$ cat config.mk
export PLATFORM = sky130hd
export DESIGN_NAME = det_seq
export DESIGN_NICKNAME = d
export VERILOG_FILES = /design/src/rtl/det_seq.sv
export SDC_FILE = /design/constraint.sdc
export NUM_CORES = 1
export LEC_CHECK = 0
export ABC_AREA = 1
export CORE_ASPECT_RATIO = 0.5
export CORE_MARGIN = 5
export CORE_UTILIZATION = 55
export CTS_BUF_LIST = sky130_fd_sc_hd__clkbuf_4
export DETAILED_ROUTE_END_ITERATION = 8
export GPL_TIMING_DRIVEN = 0
export PLACE_DENSITY = 0.82
export SYNTH_ARGS = -nofsm -noshare
export SYNTH_HDL_FRONTEND = slang
export SYNTH_SLANG_ARGS = --single-unit
$ cat constraint.sdc
create_clock -name clk -period 13.8 [get_ports clk]
set_input_delay 3.45 -clock clk [delete_from_list [all_inputs] [get_ports clk]]
set_output_delay 3.45 -clock clk [all_outputs]
set_load 0.05 [all_outputs]
$ cat src/rtl/det_seq.sv
// Sequential signed determinant for 2x2 or 3x3 matrices. One product term is
// accumulated per clock into a full-width accumulator, then narrowed on completion.
//
// state | meaning
// IDLE  | waiting for start; results hold their last value
// CALC  | accumulating one signed term per cycle, idx selects the term
module det_seq #(
    parameter int DW  = 8,
    parameter int SAT = 1
) (
    input  logic                clk,
    input  logic                rst_n,
    input  logic                start,
    input  logic                size3,
    input  logic [9*DW-1:0]     m,
    output logic                busy,
    output logic                done,
    output logic [DW-1:0]       det,
    output logic [3*DW+2:0]     det_full,
    output logic                ovf
);

    localparam int ACC_W = 3*DW+3;

    localparam logic [0:0] ST_IDLE = 1'b0;
    localparam logic [0:0] ST_CALC = 1'b1;

    logic [0:0]              state;
    logic [2:0]              idx;
    logic                    size3_q;
    logic [9*DW-1:0]         m_q;
    logic signed [ACC_W-1:0] acc;

    logic signed [DW-1:0]    a [9];
    logic signed [DW-1:0]    f0, f1, f2;
    logic                    neg;
    logic signed [ACC_W-1:0] e0, e1, e2, prod, term, sum;
    logic signed [ACC_W-1:0] max_v, min_v;
    logic                    last_term, ovf_nx;
    logic [DW-1:0]           det_nx;

    always_comb begin
        for (int i = 0; i < 9; i++) begin
            a[i] = m_q[(9-i)*DW-1 -: DW];
        end
    end

    // Term table: three positive diagonals first, then the three negative ones.
    always_comb begin
        f0  = '0;
        f1  = '0;
        f2  = '0;
        neg = 1'b0;
        if (size3_q) begin
            case (idx)
                3'd0: begin f0 = a[0]; f1 = a[4]; f2 = a[8]; end
                3'd1: begin f0 = a[1]; f1 = a[5]; f2 = a[6]; end
                3'd2: begin f0 = a[2]; f1 = a[3]; f2 = a[7]; end
                3'd3: begin f0 = a[2]; f1 = a[4]; f2 = a[6]; neg = 1'b1; end
                3'd4: begin f0 = a[0]; f1 = a[5]; f2 = a[7]; neg = 1'b1; end
                3'd5: begin f0 = a[1]; f1 = a[3]; f2 = a[8]; neg = 1'b1; end
                default: ;
            endcase
        end else begin
            case (idx)
                3'd0: begin f0 = a[0]; f1 = a[4]; end
                3'd1: begin f0 = a[1]; f1 = a[3]; neg = 1'b1; end
                default: ;
            endcase
        end
    end

    always_comb begin
        e0    = {{(ACC_W-DW){f0[DW-1]}}, f0};
        e1    = {{(ACC_W-DW){f1[DW-1]}}, f1};
        e2    = size3_q ? {{(ACC_W-DW){f2[DW-1]}}, f2} : {{(ACC_W-1){1'b0}}, 1'b1};
        prod  = e0 * e1 * e2;
        term  = neg ? -prod : prod;
        sum   = acc + term;
        max_v = {{(ACC_W-DW+1){1'b0}}, {(DW-1){1'b1}}};
        min_v = ~max_v;
        last_term = size3_q ? (idx == 3'd5) : (idx == 3'd1);
        ovf_nx    = (sum > max_v) || (sum < min_v);
        if ((SAT != 0) && ovf_nx) begin
            det_nx = sum[ACC_W-1] ? {1'b1, {(DW-1){1'b0}}} : {1'b0, {(DW-1){1'b1}}};
        end else begin
            det_nx = sum[DW-1:0];
        end
    end

    always_ff @(posedge clk or negedge rst_n) begin
        if (!rst_n) begin
            state    <= ST_IDLE;
            idx      <= '0;
            size3_q  <= 1'b0;
            m_q      <= '0;
            acc      <= '0;
            done     <= 1'b0;
            det      <= '0;
            det_full <= '0;
            ovf      <= 1'b0;
        end else begin
            done <= 1'b0;
            case (state)
                ST_IDLE: begin
                    if (start) begin
                        m_q     <= m;
                        size3_q <= size3;
                        acc     <= '0;
                        idx     <= '0;
                        state   <= ST_CALC;
                    end
                end
                ST_CALC: begin
                    acc <= sum;
                    if (last_term) begin
                        state    <= ST_IDLE;
                        idx      <= '0;
                        det_full <= sum;
                        det      <= det_nx;
                        ovf      <= ovf_nx;
                        done     <= 1'b1;
                    end else begin
                        idx <= idx + 3'd1;
                    end
                end
                default: state <= ST_IDLE;
            endcase
        end
    end

    assign busy = (state == ST_CALC);

endmodule

* After elaboration in Yosys (flattened, before gate mapping)
Cells that the tools add are included.
Word-level totals: memory bits (writable) 0, bits in latches 0, bits of input ports 76, bits in registers 141, memories kept 0, bits in read-only memories 0, word-level logic and storage cells 62
Operators by class: eq/ne operators 6, reductions and logical operators 14, magnitude comparators 2, bitwise logic cells 1, divide/modulo/power cells 0, shift-type cells 0, add/subtract/negate cells 3, multipliers 2, muxes and demuxes 25
Operators with widths (count):
- $mux 27 | 3
- $pmux 8 s3 | 3
- $pmux 27 s2 | 1
- $mux 8 | 4
- $pmux 8 s2 | 2
- $add 27x27->27 | 1
- $gt 27x8->1 const B | 1
- $lt 27x8->1 const B | 1
- $mul 16x27->27 | 1
- $neg 27->27 | 1
- $reduce_or 2->1 | 9
- $mul 8x8->16 | 1
- $mux 1 | 8
- $eq 3x2->1 const B | 2
- $eq 3x3->1 const B | 2
- $mux 3 | 2
- $pmux 3 s2 | 1
- $reduce_and 2->1 | 2
- $add 3x1->3 const B | 1
- $eq 3x1->1 const B | 1
- $logic_not 3->1 | 1
- $reduce_or 3->1 | 1
- $ne 2x2->1 const B | 1
- $pmux 1 s2 | 1
- 2 further kinds | 2

* Logic depth before layout (Yosys ltp)
Gate-level depths: netlist of the first run.
depth in word-level cells 12, gate-level depth with buffers 69

* Worst setup path after synthesis of the first run
Ideal clock, no wire load.
path kind reg-to-reg, start reg idx[0], end reg det[0], required time 13683 ps, data arrival time 12278 ps, setup slack 1405 ps, library setup time 117 ps, clock period less this slack 12395 ps, cell stages (with the launch flop) 66, path through dfrtp_1 > ha_1 > ha_1 > inv_1 > nand2_4 > o31ai_4 > o21ai_2 > a32oi_1 > nor2_1 > fa_1 > inv_1 > fa_1 > inv_1 > fa_1 > inv_1 > fa_1 > inv_1 > ha_1 > (+30 left out) > o21ai_1 > o21ai_1 > xor2_1 > ha_1 > inv_1 > nor3_1 > nand2_1 > or2_2 > nand3_1 > nand3b_1 > nand2_1 > nand3b_1 > nand2_4 > inv_2 > nand3_4 > nand2_1 > clkinv_1 > nand2_1
Between the ends: word-level cells in the longest chain between the ends 12
RTL lines:
- start: declaration | RTL line 29 | logic [2:0] idx;
- start signal: assignment | RTL line 124 | idx <= idx + 3'd1;
- $eq 3x3->1 (tied with other cells) | RTL line 55, 82
- $reduce_or 2->1 (no line)
- $pmux 8 s3 | RTL line 55 | case (idx)
- $mux 8 | RTL line 54 | if (size3_q) begin
- $mul 8x8->16 | RTL line 77 | prod = e0 * e1 * e2;
- $mul 16x27->27 | RTL line 77
- $neg 27->27 | RTL line 78 | term = neg ? -prod : prod;
- $mux 27 | RTL line 78
- $add 27x27->27 | RTL line 79 | sum = acc + term;
- $gt 27x8->1 / $lt 27x8->1 (equally long branches) | RTL line 83 | ovf_nx = (sum > max_v) || (sum < min_v);
- $logic_or 1x1->1 | RTL line 83
- $mux 8 | RTL line 84 | if ((SAT != 0) && ovf_nx) begin
- end signal: assignment | RTL line 120 | det <= det_nx;
- end: declaration | RTL line 18 | output logic [DW-1:0] det,
Parallel ways exist; a longest one is shown, timed or not. A chain may end at the register's enable or synchronous reset.

* Worst setup path after layout of the first run
start reg idx[0], end reg det[1]
The elaborated chain is that of the path after synthesis.

==> results.md, run 1 <==
- Hold Vio Cnt, Final: 0
- Post-synth EDFFs: 0
- Part of the Yosys area used for sequential elements: 19.8%
- Worst Hold Class: reg -> reg
- TritonCTS Buffers: 17
- Clk Latency, worst-skew pair: 0.59 ns
- Max Fclk: 74.1 MHz
- Yosys top cell area share: 24.8%
- Average wire per standard cell: between 15 and 20 um
- Root cell of the clock tree: clkbuf_4
- Max-slew violation count: 0
- Max-cap violations: 0
- Syn Inst Count: ~2.2k
- Gpl congestion: ~0.94
- Initial antenna violation count: 2
- Row Count: between 40 and 50
- # nets final: roughly 2.8k
- Worst slew pin tran: a little under 0.8 ns
- Vias per Instance: 5.48
- Post-Syn Area: roughly 18,000 sq um
- Setup crit start kind: flip-flop
- IO buf count: 113
- Final min period: roughly 13 ns
- Async set-reset flop share out of synthesis: 100%
- Cell variety after synth: 50
- Die width: approximately 260 um
- Total negative slack: 0 ns
- I/O Pins: roughly 110
- Post-DP HPWL: between 30 and 40 mm
- Top cells by area, synth: fa_1 25%, dfrtp_1 20%, inv_1 9.7%
- Clock sink total: 141
- Die area: between 30,000 and 40,000 sq um
- Worst flop-to-flop path startpoint: idx[0]
- Pin count of the biggest net entering global routing: 83
- Layout cell share with drive strength beyond 1: 14.6%
- Clock-pin slew on the worst setup and hold paths: 0.12 ns
- Global-route wire length before repair: ~78 mm
- Critical Path Start: idx[0]
- Via Count: 15.4k
- Post-route setup slack: 0.305 ns
- Drt total wl: 48.3 mm
- Die height: 137 um
- CP required: 14.31 ns
- Run status: finished, final reports clean
- First-pass iteration count of the detailed router: 7
- Final Skew: 0.0274 ns
- Starting Density: 56.0%
- Mapped Nets: 2,618
- Crit-path slowest cell: fa_1
- Predominant post-synthesis flop cell: dfrtp_1
- Synth area leader: fa_1
- CTS tree: built
- Crit path capture type: flip-flop
- Longest Clk Path Bufs: 2
- WS Path Type: reg -> reg
- Crit share post-route: 97.8%
- Finish-stage setup viols: 0
- Gr usage total: 26.8%
- Vias in the first global route: 15.5k
- Top cells by count, synth: 460 x inv_1, 452 x nand2_1, 220 x fa_1
- Slowest Stage Delay on Critical Path: about 0.58 ns
- ANT nets after route: 0
- Crit path DAT: 14.01 ns
- Rel. slew slack: 47.6%
- Worst-path maximum fanout: 8
- Avg Cell Area, Syn: 8.11 sq um
- Iteration-0 DRC Markers: 1,393
- Most common cell in the netlist: inv_1
- Core area: between 30,000 and 40,000 sq um
- Critical hold path startpoint: det_full[19]
- CTS H-tree depth: 4
- GR Overflow Total: 0
- # DRC: 0
- P&R area growth vs syn: 17.1%
- Register bit total from synthesis: 141
- Worst slack at placement: -0.787 ns
- Yosys warns: 0
## critical path: cells and delay by family, from the launching register on
| kind | cells | cell delay (ns) |
|---|---|---|
| and+or+nand+nor | 20 | 2.35 |
| xor gates and xnor gates | 2 | 0.30 |
| AOI/OAI and AO/OA | 14 | 2.69 |
| DFF | 1 | 0.45 |
| adders and majority gates | 15 | 6.31 |
| buffers and inverters | 14 | 1.29 |
## registers in the layout (all words and copies together) (netlist names)
register / count
idx: 3
a: 72
det: 8
done: 1
det_full: 27
ovf: 1
size3_q: 1
acc: 27
busy: 1
## per-layer routing
layer	part of all wire, %	GRT usage, %	wire length (um)	up-vias
li1	-	-	-	7128
met3	7.7	4.81	3700	109
met2	46	44.0	22400	660
met4	2.8	7.72	1370	0
met5	0	0	0	-
met1	43	37.0	20800	7489
## cells by family after synthesis
kind of cell    count (synthesis)  synth area share (%)
simple gates                  856                  20.6
buf+inv                       506                  10.8
fa+ha+maj                     349                  33.8
compound gates                213                  7.50
flops                         141                  19.8
mux                            72                  4.56
xor+xnor                       56                  2.88
## worst paths after layout
| check | end | slack [ns] | cells past startpoint |
|---|---|---|---|
| worst max-delay path | det[1] | 0.31 | 65 |
| worst min-delay path | det_full[19] | 0.50 | 2 |
| worst max register to register | det[1] | 0.31 | 65 |
| worst min register to register | det_full[19] | 0.50 | 2 |
| max in group asynchronous | acc[17] | 10.16 | 2 |
| min in group asynchronous | a[59] | 2.81 | 1 |
## cell usage in the layout (no fill, tap or decap), drive strengths merged, types with 13 or more instances in the layout
cell type | synthesis | routed
nor3 | 14 | 14
nand2 | 481 | 481
o21ai | 93 | 93
dfrtp | 141 | 141
inv | 470 | 470
nand3 | 90 | 90
clkdlybuf4s50 | 0 | 112
mux2 | 72 | 72
clkinv | 4 | 13
xnor2 | 26 | 26
buf | 7 | 42
ha | 129 | 129
xor2 | 30 | 30
clkbuf | 25 | 45
nand4 | 27 | 27
a21oi | 70 | 70
fa | 220 | 220
nor2 | 226 | 226
## timing repair
action | CTS | global route
hold buffers | 0 | 0
resized for setup | 29 | 137
endpoints found under the setup margin | 21 | 26
buffers inserted | 9 | 25
pin swaps | 8 | 64
## layout make-up
| type | instances | area, sq um |
|---|---|---|
| Multi-Input combinational cell | 1546 | 13100 |
| Sequential cell | 141 | 3530 |
| Timing Repair Buffer | 148 | 1480 |
| Inverter | 474 | 1780 |
| Tap cell | 432 | 541 |
| Fill cell | 2469 | 10900 |
| Clock buffer | 19 | 143 |
| Antenna cell | 2 | 5.00 |
| Buffer | 32 | 138 |
| Clock inverter | 13 | 149 |
## through the flow
| stage | cell area (sq um) | hold slack (ns) | utilization [%] | instances |
|---|---|---|---|---|
| 6_report | 20800 | 0.502 | 65.6 | 2807 |
| 5_1_grt | 20800 | 0.526 | 65.6 | 2807 |
| 3_5_place_dp | 19500 | 0.473 | 61.3 | 2739 |
| 3_3_place_gp | 19500 | 0.470 | 61.3 | 2738 |
| 4_1_cts | 20000 | 0.506 | 63.1 | 2780 |
| 2_1_floorplan | 17800 | 0.456 | - | 2193 |
Power of run 1 is not shown: default switching activity piles up to over one toggle a cycle in this logic, so the estimate is an artifact.
==> run 2: changes to the inputs <==
- CORE_ASPECT_RATIO: 0.5 -> unset
==> results.md, run 2 (synthesis gave the netlist of run 1 again) <==
- Run status: finished, final reports clean
- Die width: 190 um (-28%)
- Final min period: 13.39 ns (-0.105 ns)
- # DRC: 0 (unchanged)
- Met2 Routed Length: 23.6 mm (+5.3%)
- Worst R2R Setup Slack: 0.41 ns (+0.10 ns)
- Gr usage total: 27.0% (+0.22 points)
- Setup crit start kind: flip-flop
- Hold Vio Cnt, Final: 0 (unchanged)
- Longest Clk Path Bufs: 2 (unchanged)
- # nets final: 2,800 (+0.54%)
- Most common cell after layout, fill and taps aside: inv_1
- IO buf count: 113 (unchanged)
- Row Count: 65 (+41%)
- DR WL met3: 3.54 mm (-4.3%)
- Vias in the first global route: 16.0k (+3.1%)
- Post-route setup slack: 0.410 ns (+0.105 ns)
- Worst-path maximum fanout: 8 (unchanged)
- Max Fclk: 74.7 MHz (+0.78%)
- Clock-pin slew on the worst setup and hold paths: 0.13 ns (about the same)
- Core area: 31,700 sq um (-0.17%)
- Worst Hold Class: reg -> reg
- Rel. slew slack: 32.0% (-16 points)
- Crit path DAT: 13.87 ns (-0.14 ns)
- Crit path capture type: flip-flop
- Top sig layer: met4
- Die area: 36,000 sq um (-0.60%)
- Pin count of the biggest net entering global routing: 93 (+12%)
- GR Overflow Total: 0 (unchanged)
- Finish-stage setup viols: 0 (unchanged)
- Vias per Instance: 5.55 (+1.2%)
- Fin util: 66.1% (+0.56 points)
- Layout cell share with drive strength beyond 1: 15.3% (+0.71 points)
- Initial antenna violation count: 3 (+1)
- Max-slew violation count: 0 (unchanged)
- Worst slack at placement: -0.622 ns (+0.165 ns)
- WS Path Type: reg -> reg
- Crit-path slowest cell: fa_1
- Root cell of the clock tree: clkbuf_4
- Iteration-0 DRC Markers: 1,212 (-13%)
- Max-cap violations: 0 (unchanged)
- I/O Pins: 114 (unchanged)
- Average wire per standard cell: 17.5 um (+1.7%)
- Met1 Routed Length: 20.1 mm (-3.1%)
- First-pass iteration count of the detailed router: 5 (-2)
- Gpl congestion: 0.974 (+3.5%)
- Drt total wl: 48.8 mm (+1.1%)
- CP required: 14.28 ns (-0.03 ns)
- CTS H-tree depth: 4 (unchanged)
- Slowest Stage Delay on Critical Path: 0.57 ns (about the same)
- Clock sink total: 141 (unchanged)
- Most frequent cells in the layout: 452 x inv_1, 439 x nand2_1, 216 x fa_1
- P&R area growth vs syn: 17.9%
- ANT nets after route: 0 (unchanged)
- Global-route wire length before repair: 79.4 mm (+1.7%)
- Post-DP HPWL: 38.3 mm (+0.74%)
- TritonCTS Buffers: 17 (unchanged)
- Most common cell on crit path: fa_1
- CTS tree: built
- Die height: 190 um (+38%)
- Clk Latency, worst-skew pair: 0.57 ns (-0.02 ns)
- Starting Density: 56.1% (+0.093 points)
- Worst slew pin tran: 1.02 ns (+0.233 ns)
- Final Skew: 0.0307 ns (+0.00325 ns)
- Largest register FFs: 72 (unchanged)
- Via Count: 15.5k (+0.63%)
- Crit share post-route: 97.0% (-0.76 points)
==> run 2: cell types whose count changed in the layout (fill, tap and decap cells not counted), sizes merged <==
cell,change
buf,+16
diode,+1
inv,+3
clkinv,-4
clkbuf,-1
==> run 2: timing repair <==
action,CTS,global route
endpoints found under the setup margin,14,27
hold buffers,0,0
pin swaps,7,72
buffers inserted,7,42
gates resized for setup,34,138
==> run 2: worst paths after layout <==
path	endpoint	start	cells past startpoint
worst max-delay path	det[4]	idx[0]	65
worst min-delay path	acc[2]	acc[2]	2
worst max register to register	det[4]	idx[0]	65
worst min register to register	acc[2]	acc[2]	2
max in group asynchronous	det_full[22]	rst_n	2
min in group asynchronous	a[66]	rst_n	1
==> run 2: area by class of cell <==
class | instances | area (sq um)
multi-input combinational | 1546 | 13100
fill | 2471 | 10700
sequential | 141 | 3530
inverter | 474 | 1780
timing repair buffer | 163 | 1580
tap | 402 | 503
clock inverter | 12 | 163
buffer | 32 | 148
clock buffer | 19 | 143
antenna | 3 | 7.51
==> run 2: stage by stage <==
step	cell area [sq um]	setup TNS, ns	std cells	hold slack [ns]
floorplan	17800	0	2193	0.456
global placement	19400	-4.52	2708	0.469
detailed placement	19500	-6.03	2709	0.474
CTS	20000	0	2747	0.507
global route	21000	-1.19	2792	0.534
finish	21000	0	2792	0.505
==> run 2: per-layer routing <==
| layer | up-vias | global-route usage (%) |
|---|---|---|
| met5 | - | 0 |
| met4 | 0 | 8.10 |
| met3 | 118 | 4.95 |
| met2 | 620 | 45.5 |
| met1 | 7598 | 35.8 |
| li1 | 7147 | - |
==> run 2: critical path: cells and delay by family, from the launching register on <==
family                   cells  cell delay [ns]
AO/OA/AOI/OAI               13             2.35
flip-flops                   1             0.44
AND/OR/NAND/NOR             21             2.46
buffers and inverters       13             1.10
adder cells (fa/ha/maj)     15             6.29
XOR/XNOR                     3             0.63
Power of run 2 is left out for the same reason.
